--- config.mk ---
export PLATFORM = sky130hd
export DESIGN_NAME = bid_host_sequencer
export DESIGN_NICKNAME = d
export VERILOG_FILES = /design/src/rtl/bid_pkg.sv /design/src/rtl/bid_op_rom.sv /design/src/rtl/bid_host_sequencer.sv
export SDC_FILE = /design/constraint.sdc
export NUM_CORES = 1
export LEC_CHECK = 0
export CORE_MARGIN = 1
export CORE_UTILIZATION = 42
export CTS_BUF_LIST = sky130_fd_sc_hd__clkbuf_4 sky130_fd_sc_hd__clkbuf_8 sky130_fd_sc_hd__clkbuf_16
export DETAILED_ROUTE_END_ITERATION = 6
export PLACE_DENSITY = 0.68
export SLEW_MARGIN = 0
export SYNTH_ARGS = -nofsm -noshare
export SYNTH_HDL_FRONTEND = slang
export SYNTH_SLANG_ARGS = --single-unit
--- constraint.sdc ---
create_clock -name clk -period 28.1 [get_ports clk]
set_input_delay 8.43 -clock clk [delete_from_list [all_inputs] [get_ports clk]]
set_output_delay 8.43 -clock clk [all_outputs]
set_load 0.02 [all_outputs]
--- src/rtl/bid_pkg.sv ---
// Shared definitions for the bid controller command interface and the host sequencer.
package bid_pkg;

   // Controller opcodes (encoding shared with the bid controller)
   typedef enum logic [3:0] {
      OP_NOP        = 4'd0,
      OP_UNLOCK     = 4'd1,
      OP_LOCK       = 4'd2,
      OP_LOAD_X     = 4'd3,
      OP_LOAD_Y     = 4'd4,
      OP_LOAD_Z     = 4'd5,
      OP_SET_MASK   = 4'd6,
      OP_SET_TIMER  = 4'd7,
      OP_BID_CHARGE = 4'd8
   } opcode_e;

   // Controller error codes, plus the sequencer's own timeout code
   localparam logic [2:0] ERR_OK             = 3'd0;
   localparam logic [2:0] ERR_BADKEY         = 3'd1;
   localparam logic [2:0] ERR_UNLOCKED       = 3'd2;
   localparam logic [2:0] ERR_START_UNLOCKED = 3'd3;
   localparam logic [2:0] ERR_INVALID        = 3'd4;
   localparam logic [2:0] FAULT_TIMEOUT      = 3'b111;

   // Number of programming ops issued per configuration
   localparam int CFG_STEPS = 7;

   // Which latched configuration field drives C_data
   typedef enum logic [2:0] {
      SEL_ZERO, SEL_X, SEL_Y, SEL_Z, SEL_MASK, SEL_TIMER, SEL_COST, SEL_KEY
   } dsel_e;

   typedef enum logic [2:0] {
      S_IDLE, S_CFG, S_ROUND, S_WAIT_RO, S_RESULT, S_UNLOCK, S_DONE, S_FAULT
   } seq_state_e;

   typedef struct packed {
      logic [31:0] x;
      logic [31:0] y;
      logic [31:0] z;
      logic [2:0]  mask;
      logic [3:0]  timer;
      logic [31:0] cost;
      logic [31:0] key;
   } bid_cfg_t;

   // Operand for a programming op; narrow fields are zero-extended
   function automatic logic [31:0] cfg_field(input bid_cfg_t c, input dsel_e s);
      case (s)
         SEL_X:     return c.x;
         SEL_Y:     return c.y;
         SEL_Z:     return c.z;
         SEL_MASK:  return {29'd0, c.mask};
         SEL_TIMER: return {28'd0, c.timer};
         SEL_COST:  return c.cost;
         SEL_KEY:   return c.key;
         default:   return 32'd0;
      endcase
   endfunction

endpackage

--- src/rtl/bid_op_rom.sv ---
// Programming-step table: step index 0..6 to opcode and operand source.
module bid_op_rom
   import bid_pkg::*;
(
   input  logic [2:0] step,
   output opcode_e    op,
   output dsel_e      sel
);

   // Fixed programming order; the lock op goes last so loads land while unlocked
   always_comb begin
      op  = OP_NOP;
      sel = SEL_ZERO;
      case (step)
         3'd0: begin op = OP_LOAD_X;     sel = SEL_X;     end
         3'd1: begin op = OP_LOAD_Y;     sel = SEL_Y;     end
         3'd2: begin op = OP_LOAD_Z;     sel = SEL_Z;     end
         3'd3: begin op = OP_SET_MASK;   sel = SEL_MASK;  end
         3'd4: begin op = OP_SET_TIMER;  sel = SEL_TIMER; end
         3'd5: begin op = OP_BID_CHARGE; sel = SEL_COST;  end
         3'd6: begin op = OP_LOCK;       sel = SEL_KEY;   end
         default: ;
      endcase
   end

endmodule

--- src/rtl/bid_host_sequencer.sv ---
// Host-side initiator: programs the bid controller, runs N rounds, returns results, unlocks.
module bid_host_sequencer
   import bid_pkg::*;
#(
   parameter int BID_WINDOW = 4,
   parameter int RO_TIMEOUT = 16,
   parameter int RW         = 8
) (
   input  logic          clk,
   input  logic          reset,
   input  logic          cfg_valid,
   output logic          cfg_ready,
   input  logic [31:0]   cfg_x,
   input  logic [31:0]   cfg_y,
   input  logic [31:0]   cfg_z,
   input  logic [2:0]    cfg_mask,
   input  logic [3:0]    cfg_timer,
   input  logic [31:0]   cfg_cost,
   input  logic [31:0]   cfg_key,
   input  logic [RW-1:0] cfg_rounds,
   output logic [3:0]    C_op,
   output logic [31:0]   C_data,
   output logic          C_start,
   input  logic          bc_ready,
   input  logic [2:0]    bc_err,
   input  logic          bc_roundOver,
   input  logic [2:0]    bc_win,
   input  logic [31:0]   bc_maxBid,
   output logic          res_valid,
   input  logic          res_ready,
   output logic [RW-1:0] res_round,
   output logic [2:0]    res_win,
   output logic [31:0]   res_maxBid,
   output logic          busy,
   output logic          done,
   output logic          fault,
   output logic [2:0]    fault_code
);

   localparam int            CW        = 16;
   localparam logic [CW-1:0] BW_LAST   = CW'(BID_WINDOW - 1);
   localparam logic [CW-1:0] RO_LIMIT  = CW'(RO_TIMEOUT);
   localparam logic [CW-1:0] CFG_LAST  = CW'(CFG_STEPS - 1);

   seq_state_e    state_q, state_d;
   bid_cfg_t      cfg_q, cfg_d;
   logic [RW-1:0] rounds_q, rounds_d;
   logic [RW-1:0] round_q, round_d;
   logic [RW-1:0] next_round;
   logic [CW-1:0] cnt_q, cnt_d;
   opcode_e       c_op_q, c_op_d;
   logic [31:0]   c_data_q, c_data_d;
   logic          c_start_q, c_start_d;
   logic          op_vld_q, op_vld_d;
   logic          err_chk_q, err_chk_d;
   logic          cfg_ready_q, cfg_ready_d;
   logic          res_valid_q, res_valid_d;
   logic [2:0]    res_win_q, res_win_d;
   logic [31:0]   res_max_q, res_max_d;
   logic          busy_q, busy_d;
   logic          done_q, done_d;
   logic          fault_q, fault_d;
   logic [2:0]    fault_code_q, fault_code_d;
   opcode_e       rom_op;
   dsel_e         rom_sel;

   bid_op_rom u_rom (
      .step (cnt_q[2:0]),
      .op   (rom_op),
      .sel  (rom_sel)
   );

   assign next_round = round_q + 1'b1;

   // Next-state and next-output logic; outputs are registered so the controller sees clean ops
   always_comb begin
      state_d      = state_q;
      cfg_d        = cfg_q;
      rounds_d     = rounds_q;
      round_d      = round_q;
      cnt_d        = cnt_q;
      c_op_d       = OP_NOP;
      c_data_d     = 32'd0;
      c_start_d    = 1'b0;
      op_vld_d     = 1'b0;
      err_chk_d    = op_vld_q;
      res_valid_d  = res_valid_q;
      res_win_d    = res_win_q;
      res_max_d    = res_max_q;
      done_d       = 1'b0;
      fault_d      = fault_q;
      fault_code_d = fault_code_q;

      case (state_q)
         S_IDLE: begin
            if (cfg_valid && cfg_ready_q) begin
               cfg_d.x      = cfg_x;
               cfg_d.y      = cfg_y;
               cfg_d.z      = cfg_z;
               cfg_d.mask   = cfg_mask;
               cfg_d.timer  = cfg_timer;
               cfg_d.cost   = cfg_cost;
               cfg_d.key    = cfg_key;
               rounds_d     = cfg_rounds;
               round_d      = '0;
               cnt_d        = '0;
               fault_d      = 1'b0;
               fault_code_d = ERR_OK;
               state_d      = S_CFG;
            end
         end
         S_CFG: begin
            c_op_d   = rom_op;
            c_data_d = cfg_field(cfg_q, rom_sel);
            op_vld_d = 1'b1;
            if (cnt_q == CFG_LAST) begin
               cnt_d   = '0;
               state_d = (rounds_q == '0) ? S_UNLOCK : S_ROUND;
            end else begin
               cnt_d = cnt_q + 1'b1;
            end
         end
         S_ROUND: begin
            c_start_d = 1'b1;
            if (cnt_q == BW_LAST) begin
               cnt_d   = '0;
               state_d = S_WAIT_RO;
            end else begin
               cnt_d = cnt_q + 1'b1;
            end
         end
         S_WAIT_RO: begin
            // Counting starts on the last strobe cycle, so the limit lands
            // RO_TIMEOUT cycles after C_start has actually dropped
            if (bc_roundOver) begin
               res_valid_d = 1'b1;
               res_win_d   = bc_win;
               res_max_d   = bc_maxBid;
               cnt_d       = '0;
               state_d     = S_RESULT;
            end else if (cnt_q == RO_LIMIT) begin
               fault_d      = 1'b1;
               fault_code_d = FAULT_TIMEOUT;
               cnt_d        = '0;
               state_d      = S_FAULT;
            end else begin
               cnt_d = cnt_q + 1'b1;
            end
         end
         S_RESULT: begin
            // Controller relocks and flags an error while we stall; that is expected
            if (res_ready) begin
               res_valid_d = 1'b0;
               round_d     = next_round;
               cnt_d       = '0;
               state_d     = (next_round == rounds_q) ? S_UNLOCK : S_ROUND;
            end
         end
         S_UNLOCK: begin
            // cnt 0 drives Unlock, cnt 1 lets its error settle, cnt 2 is the check
            if (cnt_q == '0) begin
               c_op_d   = OP_UNLOCK;
               c_data_d = cfg_q.key;
               op_vld_d = 1'b1;
               cnt_d    = cnt_q + 1'b1;
            end else if (cnt_q == CW'(1)) begin
               cnt_d = cnt_q + 1'b1;
            end else begin
               cnt_d   = '0;
               done_d  = 1'b1;
               state_d = S_DONE;
            end
         end
         S_DONE:  state_d = S_IDLE;
         S_FAULT: state_d = S_IDLE;
         default: state_d = S_IDLE;
      endcase

      // Error from the op driven on the previous cycle aborts the sequence
      if (err_chk_q && (bc_err != ERR_OK) &&
          (state_q inside {S_CFG, S_ROUND, S_WAIT_RO, S_UNLOCK})) begin
         state_d      = S_FAULT;
         c_op_d       = OP_NOP;
         c_data_d     = 32'd0;
         c_start_d    = 1'b0;
         op_vld_d     = 1'b0;
         err_chk_d    = 1'b0;
         done_d       = 1'b0;
         res_valid_d  = 1'b0;
         cnt_d        = '0;
         fault_d      = 1'b1;
         fault_code_d = bc_err;
      end

      busy_d      = !(state_d inside {S_IDLE, S_DONE, S_FAULT});
      cfg_ready_d = (state_d == S_IDLE) && bc_ready;
   end

   // State and registered outputs; reset clears everything, including C_start, at once
   always_ff @(posedge clk or posedge reset) begin
      if (reset) begin
         state_q      <= S_IDLE;
         cfg_q        <= '0;
         rounds_q     <= '0;
         round_q      <= '0;
         cnt_q        <= '0;
         c_op_q       <= OP_NOP;
         c_data_q     <= 32'd0;
         c_start_q    <= 1'b0;
         op_vld_q     <= 1'b0;
         err_chk_q    <= 1'b0;
         cfg_ready_q  <= 1'b0;
         res_valid_q  <= 1'b0;
         res_win_q    <= 3'd0;
         res_max_q    <= 32'd0;
         busy_q       <= 1'b0;
         done_q       <= 1'b0;
         fault_q      <= 1'b0;
         fault_code_q <= 3'd0;
      end else begin
         state_q      <= state_d;
         cfg_q        <= cfg_d;
         rounds_q     <= rounds_d;
         round_q      <= round_d;
         cnt_q        <= cnt_d;
         c_op_q       <= c_op_d;
         c_data_q     <= c_data_d;
         c_start_q    <= c_start_d;
         op_vld_q     <= op_vld_d;
         err_chk_q    <= err_chk_d;
         cfg_ready_q  <= cfg_ready_d;
         res_valid_q  <= res_valid_d;
         res_win_q    <= res_win_d;
         res_max_q    <= res_max_d;
         busy_q       <= busy_d;
         done_q       <= done_d;
         fault_q      <= fault_d;
         fault_code_q <= fault_code_d;
      end
   end

   assign cfg_ready  = cfg_ready_q;
   assign C_op       = c_op_q;
   assign C_data     = c_data_q;
   assign C_start    = c_start_q;
   assign res_valid  = res_valid_q;
   assign res_round  = round_q;
   assign res_win    = res_win_q;
   assign res_maxBid = res_max_q;
   assign busy       = busy_q;
   assign done       = done_q;
   assign fault      = fault_q;
   assign fault_code = fault_code_q;

endmodule

==> run_results.csv <==
group,metric,value,unit
global_routing,grtUsageTotal,0.232,
worst_setup_path,path_class,"in -> reg",
power_and_ir_drop,p_sw,590,uW
sta,rsz0062_at_grt,"false",
global_routing,top_usage_layer,"met2",
yosys,syn_area_per_cell,9.17,sq um
floorplan,ioPinCount,307,
place,post-place-ws,16.46,ns
floorplan,die_w,173,um
yosys,synth_edf_count,0,
clock_network,post_cts_buffers,0,
sta,slew_headroom,0.224,
power_and_ir_drop,internal_power,1050,uW
yosys,ys_ff_latch,284,
power_and_ir_drop,comb_power_share,0.350,
cells_and_area,final_cell_mix,"nand2_1, clkdlybuf4s50_1, dfrtp_1, nor2_1, a21oi_1",
route,drtIter0Drc,734,
floorplan,die_h,173,um
global_routing,grt_start_max_net_pins,112,
worst_setup_path,crit_arrival,11.55,ns
worst_setup_path,r2r_slack,24.61,ns
global_routing,grtUsageMet1,0.316,
power_and_ir_drop,leakagePower,0.00775,uW
worst_setup_path,r2r-start,"state_q[1]",
yosys,syn_nets,1570,
global_routing,grt_pass1_vias,10500,
floorplan,start_util,0.429,
route,finalWirelength,34300,um
route,dr.pass1.iters,5,
route,postRouteAntennaNets,0,
cells_and_area,final_common_cell,"nand2_1",
floorplan,num_rows,62,
floorplan,dieArea,30100,sq um
worst_setup_path,r2r_end,"res_round[5]",
worst_setup_path,startpoint,"cfg_valid",
power_and_ir_drop,switching_share,0.359,
floorplan,core_area,28800,sq um
cells_and_area,syn2layout_area_growth,35.6,%
place,hpwl,22400,um
yosys,syn_area,12300,sq um
global_routing,grt_use_met3,0.0537,
sta,finalHoldViolCount,0,
place,place_congestion,0.876,
sta,fmax,89.8,MHz
power_and_ir_drop,seqPwrFrac,0.403,
sta,max_slew.worst_pin.slew,1.16,ns
clock_network,cts_resized,0,
global_routing,antenna_found_initial,2,
yosys,synth_seq_area_share,0.576,
sta,setup_violations,0,
yosys,postSynth.asyncResetShare,1.00,
cells_and_area,drive_gt1_frac,0.0731,
status,outcome,"finished, final reports clean",
power_and_ir_drop,pwr-share-clk,0.247,
clock_network,cts.reportedPaths.clkPinSlew,0.06,ns
yosys,yosys_most_used_dff,"dfrtp_1",
clock_network,clock-sinks,284,
yosys,synth_cell_types,59,
sta,slew_violations,0,
route,drc,0,
sta,tns,0,ns
route,vias_per_cell,5.18,
clock_network,htree_levels,1,
clock_network,cts_hold_buf,0,
route,vias,10500,
worst_setup_path,cp-end-kind,"register",
run,maxCapViolations,0,
clock_network,insertion_delay,0.55,ns
cells_and_area,nets,1843,
cells_and_area,fillers,2514,
route,wl_per_cell,16.9,um
min_path,min_path_type,"reg -> reg",
worst_setup_path,endpoint,"res_round[5]",
global_routing,grt-ovfl-total,0,
yosys,syn_inst,1346,
power_and_ir_drop,ir_worst_vdd,0.0395,mV
power_and_ir_drop,finalPower,1640,uW
worst_setup_path,critPathLaunchType,"primary input",
place,port_buffers,306,
worst_setup_path,cp_max_fo,111,
worst_setup_path,crit_required,28.52,ns
sta,skew,0.0116,ns
clock_network,numCtsBuffers,30,
clock_network,cts_max_path_buffers,3,
sta,finalCriticalPeriod,11.14,ns
sta,fin_ws,16.96,ns
yosys,ys_warn_count,0,
power_and_ir_drop,power_density,98.2,nW/um^2
global_routing,met2_usage,0.372,
clock_network,cts_tree,"yes",
sta,post-route-period-util,0.396,
clock_network,cts_root_buffer,"clkbuf_16",
worst_setup_path,reg2reg_depth,7,
global_routing,grt_pass1_wl,56000,um
## through the flow
stage	hold slack (ns)	area [sq um]	std cells	utilization
6_report	0.467	16700	2027	0.582
4_1_cts	0.477	16700	2026	0.582
3_3_place_gp	0.445	15700	1971	0.546
2_1_floorplan	0.428	12300	1346	-
3_5_place_dp	0.454	15700	1971	0.546
5_1_grt	0.489	16700	2027	0.582
## state kept, by name (all words and copies together) (netlist names), 3 cells and up
name        cells
C_data         32
cnt_q          16
res_round       8
res_win         3
state_q         3
res_maxBid     32
fault_code      3
rounds_q        8
C_op            4
cfg_q         167
## area by class of cell
class | instances | area, sq um | area share
antenna | 1 | 2.50 | 0.000149
tap | 384 | 480 | 0.0287
multi-input combinational | 975 | 4930 | 0.294
clock buffer | 46 | 932 | 0.0557
timing repair buffer | 317 | 3150 | 0.188
sequential | 284 | 7110 | 0.424
inverter | 11 | 48.8 | 0.00291
clock inverter | 9 | 98.8 | 0.00590
## worst max-delay path: stages
cell and delay (ns):
clkdlybuf4s50_1 0.53, nand2_1 0.12, nor3_2 0.17, buf_4 0.58
buf_4 0.96, nor2_1 0.29, o21ai_0 0.24, o41ai_1 0.09
## synth_stat cells, drive strengths merged, types with 2 or more instances
cell type | count | share of area
o21ai | 20 | 0.0081
mux2 | 35 | 0.032
a31oi | 4 | 0.0025
a32o | 4 | 0.0032
nor3 | 13 | 0.0057
inv | 11 | 0.0033
nor2 | 83 | 0.025
buf | 38 | 0.015
nor4 | 6 | 0.0072
o41ai | 2 | 0.0014
nand3 | 17 | 0.0073
and4 | 3 | 0.0021
a22o | 3 | 0.0021
a211oi | 6 | 0.0036
xnor2 | 16 | 0.011
clkbuf | 38 | 0.012
and3b | 3 | 0.0021
nand4 | 4 | 0.0020
ha | 5 | 0.0051
nand2 | 558 | 0.17
and3 | 8 | 0.0041
a21boi | 3 | 0.0018
nor2b | 5 | 0.0025
a21oi | 69 | 0.028
a22oi | 56 | 0.034
a211o | 2 | 0.0014
xor2 | 5 | 0.0035
nand2b | 2 | 0.0010
a221oi | 5 | 0.0035
or4 | 3 | 0.0018
dfrtp | 284 | 0.58
nor4b | 2 | 0.0014
and2 | 5 | 0.0025
or3 | 4 | 0.0020
or2 | 4 | 0.0020
a32oi | 3 | 0.0021
## cell families (layout without fill, tap and decap cells)
logic type / count (synthesis) / count (layout) / share of synthesized area
and+or+nand+nor: 723 / 723 / 0.241
AOI/OAI and AO/OA: 190 / 190 / 0.101
other: 0 / 1 / 0
xor gates and xnor gates: 21 / 21 / 0.0149
adders and majority gates: 5 / 5 / 0.00507
muxes: 36 / 36 / 0.0327
buffers and inverters: 87 / 383 / 0.0297
DFF: 284 / 284 / 0.576
## worst min-delay path by stage
stage,start,to,slack (ns),depth (start not counted)
CTS,op_vld_q,err_chk_q,0.48,1
global placement,op_vld_q,err_chk_q,0.45,1
finish,op_vld_q,err_chk_q,0.47,1
floorplan,op_vld_q,err_chk_q,0.43,1
global route,op_vld_q,err_chk_q,0.49,1
detailed placement,op_vld_q,err_chk_q,0.45,1
## per-layer routing
metal	share of wire	up-vias
met4	0.022	2
met1	0.44	5047
li1	-	4991
met3	0.075	50
met2	0.47	406
met5	0.00050	-
## power by group through the flow
stage,clock network [uW],logic [uW],registers [uW]
after detailed placement,0,577,668
after global routing,430,639,683
after floorplan,0,323,688
after CTS,414,581,662
final,406,576,662
after global placement,0,569,661
(Power assumes the default switching activity.)
